`src/rtl/scc_dmem_arbiter_if.sv`:
```
// scc_dmem_arbiter_if: requester-side and memory-side signals of the data-memory arbiter.
// slave = arbiter view, master = requesters plus memory.
interface scc_dmem_arbiter_if #(
    parameter int ADDR_W = 32,
    parameter int DATA_W = 32
);
    logic              p0_req, p0_we, p0_gnt, p0_rvalid;
    logic [ADDR_W-1:0] p0_addr;
    logic [DATA_W-1:0] p0_wdata, p0_rdata;
    logic              p1_req, p1_we, p1_gnt, p1_rvalid;
    logic [ADDR_W-1:0] p1_addr;
    logic [DATA_W-1:0] p1_wdata, p1_rdata;
    logic              mem_en, mem_we;
    logic [ADDR_W-3:0] mem_addr;
    logic [DATA_W-1:0] mem_wdata, mem_rdata;
    logic              err_oob;

    modport slave (
        input  p0_req, p0_we, p0_addr, p0_wdata, p1_req, p1_we, p1_addr, p1_wdata, mem_rdata,
        output p0_gnt, p0_rvalid, p0_rdata, p1_gnt, p1_rvalid, p1_rdata,
               mem_en, mem_we, mem_addr, mem_wdata, err_oob
    );
    modport master (
        output p0_req, p0_we, p0_addr, p0_wdata, p1_req, p1_we, p1_addr, p1_wdata, mem_rdata,
        input  p0_gnt, p0_rvalid, p0_rdata, p1_gnt, p1_rvalid, p1_rdata,
               mem_en, mem_we, mem_addr, mem_wdata, err_oob
    );
endinterface

```
`src/rtl/scc_dmem_arbiter.sv`:
```
// scc_dmem_arbiter: shares one single-port synchronous data memory between core (p0) and dump engine (p1).
// Defining DMEM_ARB_STATS_EN adds grant/conflict counters.
module scc_dmem_arbiter #(
    parameter int ADDR_W      = 32,
    parameter int DATA_W      = 32,
    parameter int DEPTH_WORDS = 1024,
    parameter int STARVE_MAX  = 4
) (
    input  logic                 clk,
    input  logic                 rst_n,
    input  logic                 clk_en,
    scc_dmem_arbiter_if.slave    bus
`ifdef DMEM_ARB_STATS_EN
    ,
    output logic [31:0]          stat_p0_gnt,
    output logic [31:0]          stat_p1_gnt,
    output logic [31:0]          stat_conflict
`endif
);
    localparam int SW = $clog2(STARVE_MAX + 1);

    logic              en, g0, g1, gnt, sel_we, sel_oob, oob0, oob1, rv;
    logic [ADDR_W-3:0] sel_idx;
    logic [DATA_W-1:0] sel_wdata, rd;
    logic [SW-1:0]     starve_cnt;
    logic              rd_vld, rd_own, rd_oob;
    logic              unused_addr_lsb;

    assign unused_addr_lsb = ^{bus.p0_addr[1:0], bus.p1_addr[1:0]};

    // Gating with rst_n keeps every output low while reset is asserted.
    always_comb begin
        en        = clk_en & rst_n;
        oob0      = {2'b00, bus.p0_addr[ADDR_W-1:2]} >= ADDR_W'(DEPTH_WORDS);
        oob1      = {2'b00, bus.p1_addr[ADDR_W-1:2]} >= ADDR_W'(DEPTH_WORDS);
        g1        = en & bus.p1_req & (!bus.p0_req | (starve_cnt == SW'(STARVE_MAX)));
        g0        = en & bus.p0_req & !g1;
        gnt       = g0 | g1;
        sel_we    = g1 ? bus.p1_we : bus.p0_we;
        sel_oob   = g1 ? oob1 : oob0;
        sel_idx   = g1 ? bus.p1_addr[ADDR_W-1:2] : bus.p0_addr[ADDR_W-1:2];
        sel_wdata = g1 ? bus.p1_wdata : bus.p0_wdata;
        bus.p0_gnt    = g0;
        bus.p1_gnt    = g1;
        bus.mem_en    = gnt & !sel_oob;
        bus.mem_we    = bus.mem_en & sel_we;
        bus.mem_addr  = bus.mem_en ? sel_idx : '0;
        bus.mem_wdata = bus.mem_we ? sel_wdata : '0;
        rv            = rd_vld & en;
        rd            = rd_oob ? '0 : bus.mem_rdata;
        bus.p0_rvalid = rv & !rd_own;
        bus.p1_rvalid = rv & rd_own;
        bus.p0_rdata  = bus.p0_rvalid ? rd : '0;
        bus.p1_rdata  = bus.p1_rvalid ? rd : '0;
        bus.err_oob   = (gnt & sel_we & sel_oob) | (rv & rd_oob);
    end

    // Read tracker and starvation counter advance only on enabled cycles.
    always_ff @(posedge clk or negedge rst_n) begin
        if (!rst_n) begin
            starve_cnt <= '0;
            rd_vld     <= 1'b0;
            rd_own     <= 1'b0;
            rd_oob     <= 1'b0;
        end else if (clk_en) begin
            starve_cnt <= (!bus.p1_req | g1) ? '0 :
                          (starve_cnt == SW'(STARVE_MAX)) ? starve_cnt : starve_cnt + 1'b1;
            rd_vld     <= gnt & !sel_we;
            rd_own     <= g1;
            rd_oob     <= sel_oob;
        end
    end

`ifdef DMEM_ARB_STATS_EN
    always_ff @(posedge clk or negedge rst_n) begin
        if (!rst_n) begin
            stat_p0_gnt   <= '0;
            stat_p1_gnt   <= '0;
            stat_conflict <= '0;
        end else if (clk_en) begin
            stat_p0_gnt   <= stat_p0_gnt + 32'(g0);
            stat_p1_gnt   <= stat_p1_gnt + 32'(g1);
            stat_conflict <= stat_conflict + 32'(bus.p0_req & bus.p1_req);
        end
    end
`endif
endmodule

```
`src/flat_wrapper.sv`:
```
// flat-port wrapper written by rule: the top's interface ports become plain ports
module scc_dmem_arbiter_flat 
#(
    parameter int ADDR_W      = 32,
    parameter int DATA_W      = 32,
    parameter int DEPTH_WORDS = 1024,
    parameter int STARVE_MAX  = 4
)
  (clk, rst_n, clk_en, bus_p0_req, bus_p0_we, bus_p0_addr, bus_p0_wdata, bus_p1_req, bus_p1_we, bus_p1_addr, bus_p1_wdata, bus_mem_rdata, bus_p0_gnt, bus_p0_rvalid, bus_p0_rdata, bus_p1_gnt, bus_p1_rvalid, bus_p1_rdata, bus_mem_en, bus_mem_we, bus_mem_addr, bus_mem_wdata, bus_err_oob);
  scc_dmem_arbiter_if #(.ADDR_W(ADDR_W), .DATA_W(DATA_W)) bus_i ();
  input  logic clk;
  input  logic rst_n;
  input  logic clk_en;
  input wire logic [$bits(bus_i.p0_req)-1:0] bus_p0_req;
  input wire logic [$bits(bus_i.p0_we)-1:0] bus_p0_we;
  input wire logic [$bits(bus_i.p0_addr)-1:0] bus_p0_addr;
  input wire logic [$bits(bus_i.p0_wdata)-1:0] bus_p0_wdata;
  input wire logic [$bits(bus_i.p1_req)-1:0] bus_p1_req;
  input wire logic [$bits(bus_i.p1_we)-1:0] bus_p1_we;
  input wire logic [$bits(bus_i.p1_addr)-1:0] bus_p1_addr;
  input wire logic [$bits(bus_i.p1_wdata)-1:0] bus_p1_wdata;
  input wire logic [$bits(bus_i.mem_rdata)-1:0] bus_mem_rdata;
  output wire logic [$bits(bus_i.p0_gnt)-1:0] bus_p0_gnt;
  output wire logic [$bits(bus_i.p0_rvalid)-1:0] bus_p0_rvalid;
  output wire logic [$bits(bus_i.p0_rdata)-1:0] bus_p0_rdata;
  output wire logic [$bits(bus_i.p1_gnt)-1:0] bus_p1_gnt;
  output wire logic [$bits(bus_i.p1_rvalid)-1:0] bus_p1_rvalid;
  output wire logic [$bits(bus_i.p1_rdata)-1:0] bus_p1_rdata;
  output wire logic [$bits(bus_i.mem_en)-1:0] bus_mem_en;
  output wire logic [$bits(bus_i.mem_we)-1:0] bus_mem_we;
  output wire logic [$bits(bus_i.mem_addr)-1:0] bus_mem_addr;
  output wire logic [$bits(bus_i.mem_wdata)-1:0] bus_mem_wdata;
  output wire logic [$bits(bus_i.err_oob)-1:0] bus_err_oob;
  assign bus_i.p0_req = bus_p0_req;
  assign bus_i.p0_we = bus_p0_we;
  assign bus_i.p0_addr = bus_p0_addr;
  assign bus_i.p0_wdata = bus_p0_wdata;
  assign bus_i.p1_req = bus_p1_req;
  assign bus_i.p1_we = bus_p1_we;
  assign bus_i.p1_addr = bus_p1_addr;
  assign bus_i.p1_wdata = bus_p1_wdata;
  assign bus_i.mem_rdata = bus_mem_rdata;
  assign bus_p0_gnt = bus_i.p0_gnt;
  assign bus_p0_rvalid = bus_i.p0_rvalid;
  assign bus_p0_rdata = bus_i.p0_rdata;
  assign bus_p1_gnt = bus_i.p1_gnt;
  assign bus_p1_rvalid = bus_i.p1_rvalid;
  assign bus_p1_rdata = bus_i.p1_rdata;
  assign bus_mem_en = bus_i.mem_en;
  assign bus_mem_we = bus_i.mem_we;
  assign bus_mem_addr = bus_i.mem_addr;
  assign bus_mem_wdata = bus_i.mem_wdata;
  assign bus_err_oob = bus_i.err_oob;
  scc_dmem_arbiter #(.ADDR_W(ADDR_W), .DATA_W(DATA_W), .DEPTH_WORDS(DEPTH_WORDS), .STARVE_MAX(STARVE_MAX)) u_core (.clk(clk), .rst_n(rst_n), .clk_en(clk_en), .bus(bus_i));
endmodule
```
`config.mk`:
```
export PLATFORM = sky130hd
export DESIGN_NAME = scc_dmem_arbiter_flat
export DESIGN_NICKNAME = d
export VERILOG_FILES = /design/src/rtl/scc_dmem_arbiter_if.sv /design/src/rtl/scc_dmem_arbiter.sv /design/src/flat_wrapper.sv
export SDC_FILE = /design/constraint.sdc
export NUM_CORES = 1
export LEC_CHECK = 0
export CORE_AREA = 2 2 118 120
export CTS_BUF_LIST = sky130_fd_sc_hd__clkbuf_4
export CTS_CLUSTER_SIZE = 20
export DETAILED_ROUTE_END_ITERATION = 10
export DIE_AREA = 0 0 120 122
export GPL_ROUTABILITY_DRIVEN = 0
export PLACE_DENSITY = 0.57
export SYNTH_ARGS = -nofsm -noshare
export SYNTH_HDL_FRONTEND = slang
export SYNTH_SLANG_ARGS = --single-unit
```
`constraint.sdc`:
```
create_clock -name clk -period 5.1 [get_ports clk]
set_input_delay 1.02 -clock clk [delete_from_list [all_inputs] [get_ports clk]]
set_output_delay 1.02 -clock clk [all_outputs]
set_load 0.05 [all_outputs]
```
==> results.txt <==
----------------------------------------------------
[Critical path]
  Highest-delay cell along the critical path ... o22a_2
  Cell count along the critical path ... 8
  Launching element of the worst setup path ... bus_p1_addr[14]
  Register-to-Register Setup Slack ... 3.38 ns
  Worst r2r dst ... u_core.starve_cnt[0]
  Delay-heaviest family, CP ... buffers and inverters
  Crit end category ... output pin
  Worst Setup Start Kind ... input port
  Type of the worst setup path ... in -> out
  CP arrival ... 3.50 ns
  Crit path top cell by count ... buf_12
  Critical register-to-register path startpoint ... u_core.starve_cnt[0]
  Critical path fanouts, max ... 30
  Critical path cell sequence ... clkdlybuf4s50_1, nor4_1, buf_4, nand4_2, o22a_2, buf_12, nor3_2, buf_12
  Endpoint required time on the critical path ... 4.08 ns
  Largest stage delay on the critical path ... 0.56 ns
  Bufs and invs on worst path ... 4
  Worst Reg2Reg Path Length in Cells ... 6

[CTS]
  Library cell used as clock root buffer ... clkbuf_4
  Later-pin clock latency in the skew report ... 0.24 ns
  Number of gates given a new drive strength after cts ... 0
  Clock edge transition at the registers on the reported setup and hold paths ... 0.04 ns
  CTS hold repair buffers ... 0
  TritonCTS buffer count ... 3
  CTS tree ... yes
  H-tree depth ... 1
  # clock sinks ... 6
  Post-CTS repair timing setup buffer count ... 0
  Buffers from clock root to sink, at most ... 2

[Timing]
  Maximum achievable frequency ... 221 MHz
  Setup repair after global routing missed its margin ... no
  Clock tree skew after final layout ... 0.000575 ns
  Total Neg Setup Slack ... 0 ns
  Setup-violating endpoint count in the final report ... 0
  Endpoints failing hold ... 0
  Worst hold margin ... 0.543 ns
  Slew Viols, Final ... 0
  Relative slew margins ... 0.371
  Slew at the pin closest to its max-slew limit ... 0.938 ns
  Shortest clock period the worst path allows after layout ... 4.52 ns
  Post-route clock period utilization ... 0.885
  Final setup margin ... 0.584 ns

[Yosys]
  Number of flip-flops and latches in the synthesized netlist ... 6
  Netlist Area Pre-Place ... 1990 µm²
  Unique masters post-synth ... 34
  Sequential fraction of the synthesis area ... 0.0753
  Most frequent cell after synthesis ... nor2_1
  Cell taking the most area after synthesis ... mux2i_1
  Main flop type after synthesis ... dfrtp_1
  Share of synthesized registers carrying an async set or reset ... 1.00
  Yosys warnings ... 0
  Share of the synthesized area in the top cell type ... 0.216
  Synth area leaders ... mux2i_1 22%, nor3_2 18%, nor2_1 12%, buf_4 8.3%, dfrtp_1 7.5%
  Leading cell types by count after synthesis ... 66 x nor2_1, 43 x mux2i_1, 36 x nand2_1, 36 x nor3_2, 22 x buf_4
  Avg Inst Size Synth ... 6.90 µm²
  Number of enable flip-flop cells after synthesis ... 0
  Cells after Synth ... 289

[Final layout]
  Post-layout instance count excluding filler cells ... 731
  Area of all placed cells without fillers ... 5530 µm²
  Area growth from synthesis to final layout ... 177%
  Number of diodes added for antenna fixing ... 0
  Fin nets ... 722
  Fraction of final layout cells sized beyond drive strength 1 ... 0.265
  Final core utilization ... 0.409

[Die]
  Io pins ... 300
  Starting Density ... 0.148
  Die Wd ... 120 µm
  Standard cell core area ... 13500 µm²
  Height of the chip ... 122 µm
  Die area ... 14600 µm²
  Cell Rows ... 43

[Power and ir drop]
  Static power due to leakage ... 1.91 nW
  PwrDens ... 60.7 nW/µm²
  Final Power ... 336 µW
  Worst IR drop on VDD ... 38.6 µV

[Detailed routing]
  Detailed-route wire length per cell ... 14.9 µm
  Count of routing violations after the opening detailed-route iteration ... 55
  Final routed wirelength across all metal layers ... 10.9 mm
  Drt drc ... 0
  Count of vias placed by the detailed router ... 3017
  DR pass1 iterations ... 4
  Average via count per standard cell ... 4.13
  Detail Route Antenna Nets ... 0

[GRT]
  Total grt overflow ... 0
  Via count of the first global-routing pass ... 3157
  Number of antenna violations at the first check in global routing ... 0
  Total routing resource utilization after global routing ... 0.138
  Largest net degree at the start of global routing ... 35
  First-pass GRT wire length ... 16.3 mm

[Min path]
  Hold Path Cell Cnt ... 1
  Hold_sp ... u_core.starve_cnt[1]
  Worst min path class ... reg -> reg
  WHS Endpoint ... u_core.starve_cnt[1]

[Flow run]
  Maxcap violations ... 0

[Placed design]
  Half-perimeter wire length after detailed placement ... 9.37 mm
  Number of placed instances, taps included ... 728
  Port Buffer Count ... 275
  Placed Instance Area ... 5510 µm²
  Placement Setup Slack ... 0.568 ns

[Status]
  Outcome ... finished, final reports clean

----------------------------------------------------
==> worst max path at each step <==
stage          slack (ns)                end
6_report             0.58  bus_mem_wdata[24]
5_1_grt              0.50  bus_mem_wdata[27]
4_1_cts              0.57  bus_mem_wdata[18]
3_5_place_dp         0.57  bus_mem_wdata[24]
3_3_place_gp         0.51  bus_mem_wdata[20]
2_1_floorplan        1.03    bus_mem_addr[0]
==> flip-flops by register name (all words and copies together) (netlist names) <==
name / flops
u_core.rd_oob: 1
u_core.rd_own: 1
u_core.starve_cnt: 3
u_core.rd_vld: 1
==> layer usage <==
layer,vias to the layer above,GRT usage,wire length [µm]
met5,-,0,0
li1,1476,-,-
met4,0,0.0110,24
met3,2,0.0506,1380
met2,187,0.272,5650
met1,1352,0.146,3810
==> cell type report <==
class                      instances  area, µm²
sequential                         6        150
clock buffer                       3       22.5
tap                              180        225
fill                            1362       7980
multi-input combinational        249       1580
inverter                           8       30.0
timing repair buffer             285       3520
==> report_power, final <==
| part | switching, mW | internal [mW] | total [mW] |
|---|---|---|---|
| logic | 0.0985 | 0.137 | 0.236 |
| clock network | 0.0160 | 0.0265 | 0.0425 |
| registers | 0.00483 | 0.0524 | 0.0572 |
==> placed cells by master, fill, tap and decap left out, types with 2 or more instances in the layout <==
cell type	synthesis	routed
nand4_1	2	2
conb_1	1	20
nor3_1	6	6
nand3_1	6	6
mux2i_1	43	43
clkdlybuf4s50_1	0	186
nor3_2	36	36
a21oi_1	2	2
nor4_1	10	10
buf_12	0	73
o211ai_1	3	3
ha_1	2	2
nand2_1	36	36
nor2_1	66	66
o22ai_1	3	3
inv_1	6	6
buf_4	22	26
o21ai_0	2	2
dfrtp_1	6	6
clkbuf_4	0	3
==> logic make-up after synthesis <==
kind of cell | Yosys count | share of synthesized area
mux | 44 | 0.222
simple gates | 167 | 0.466
other cells | 1 | 0.00188
buf+inv | 53 | 0.168
compound gates | 16 | 0.0552
flops | 6 | 0.0753
fa+ha+maj | 2 | 0.0126
(Power assumes the default switching activity.)
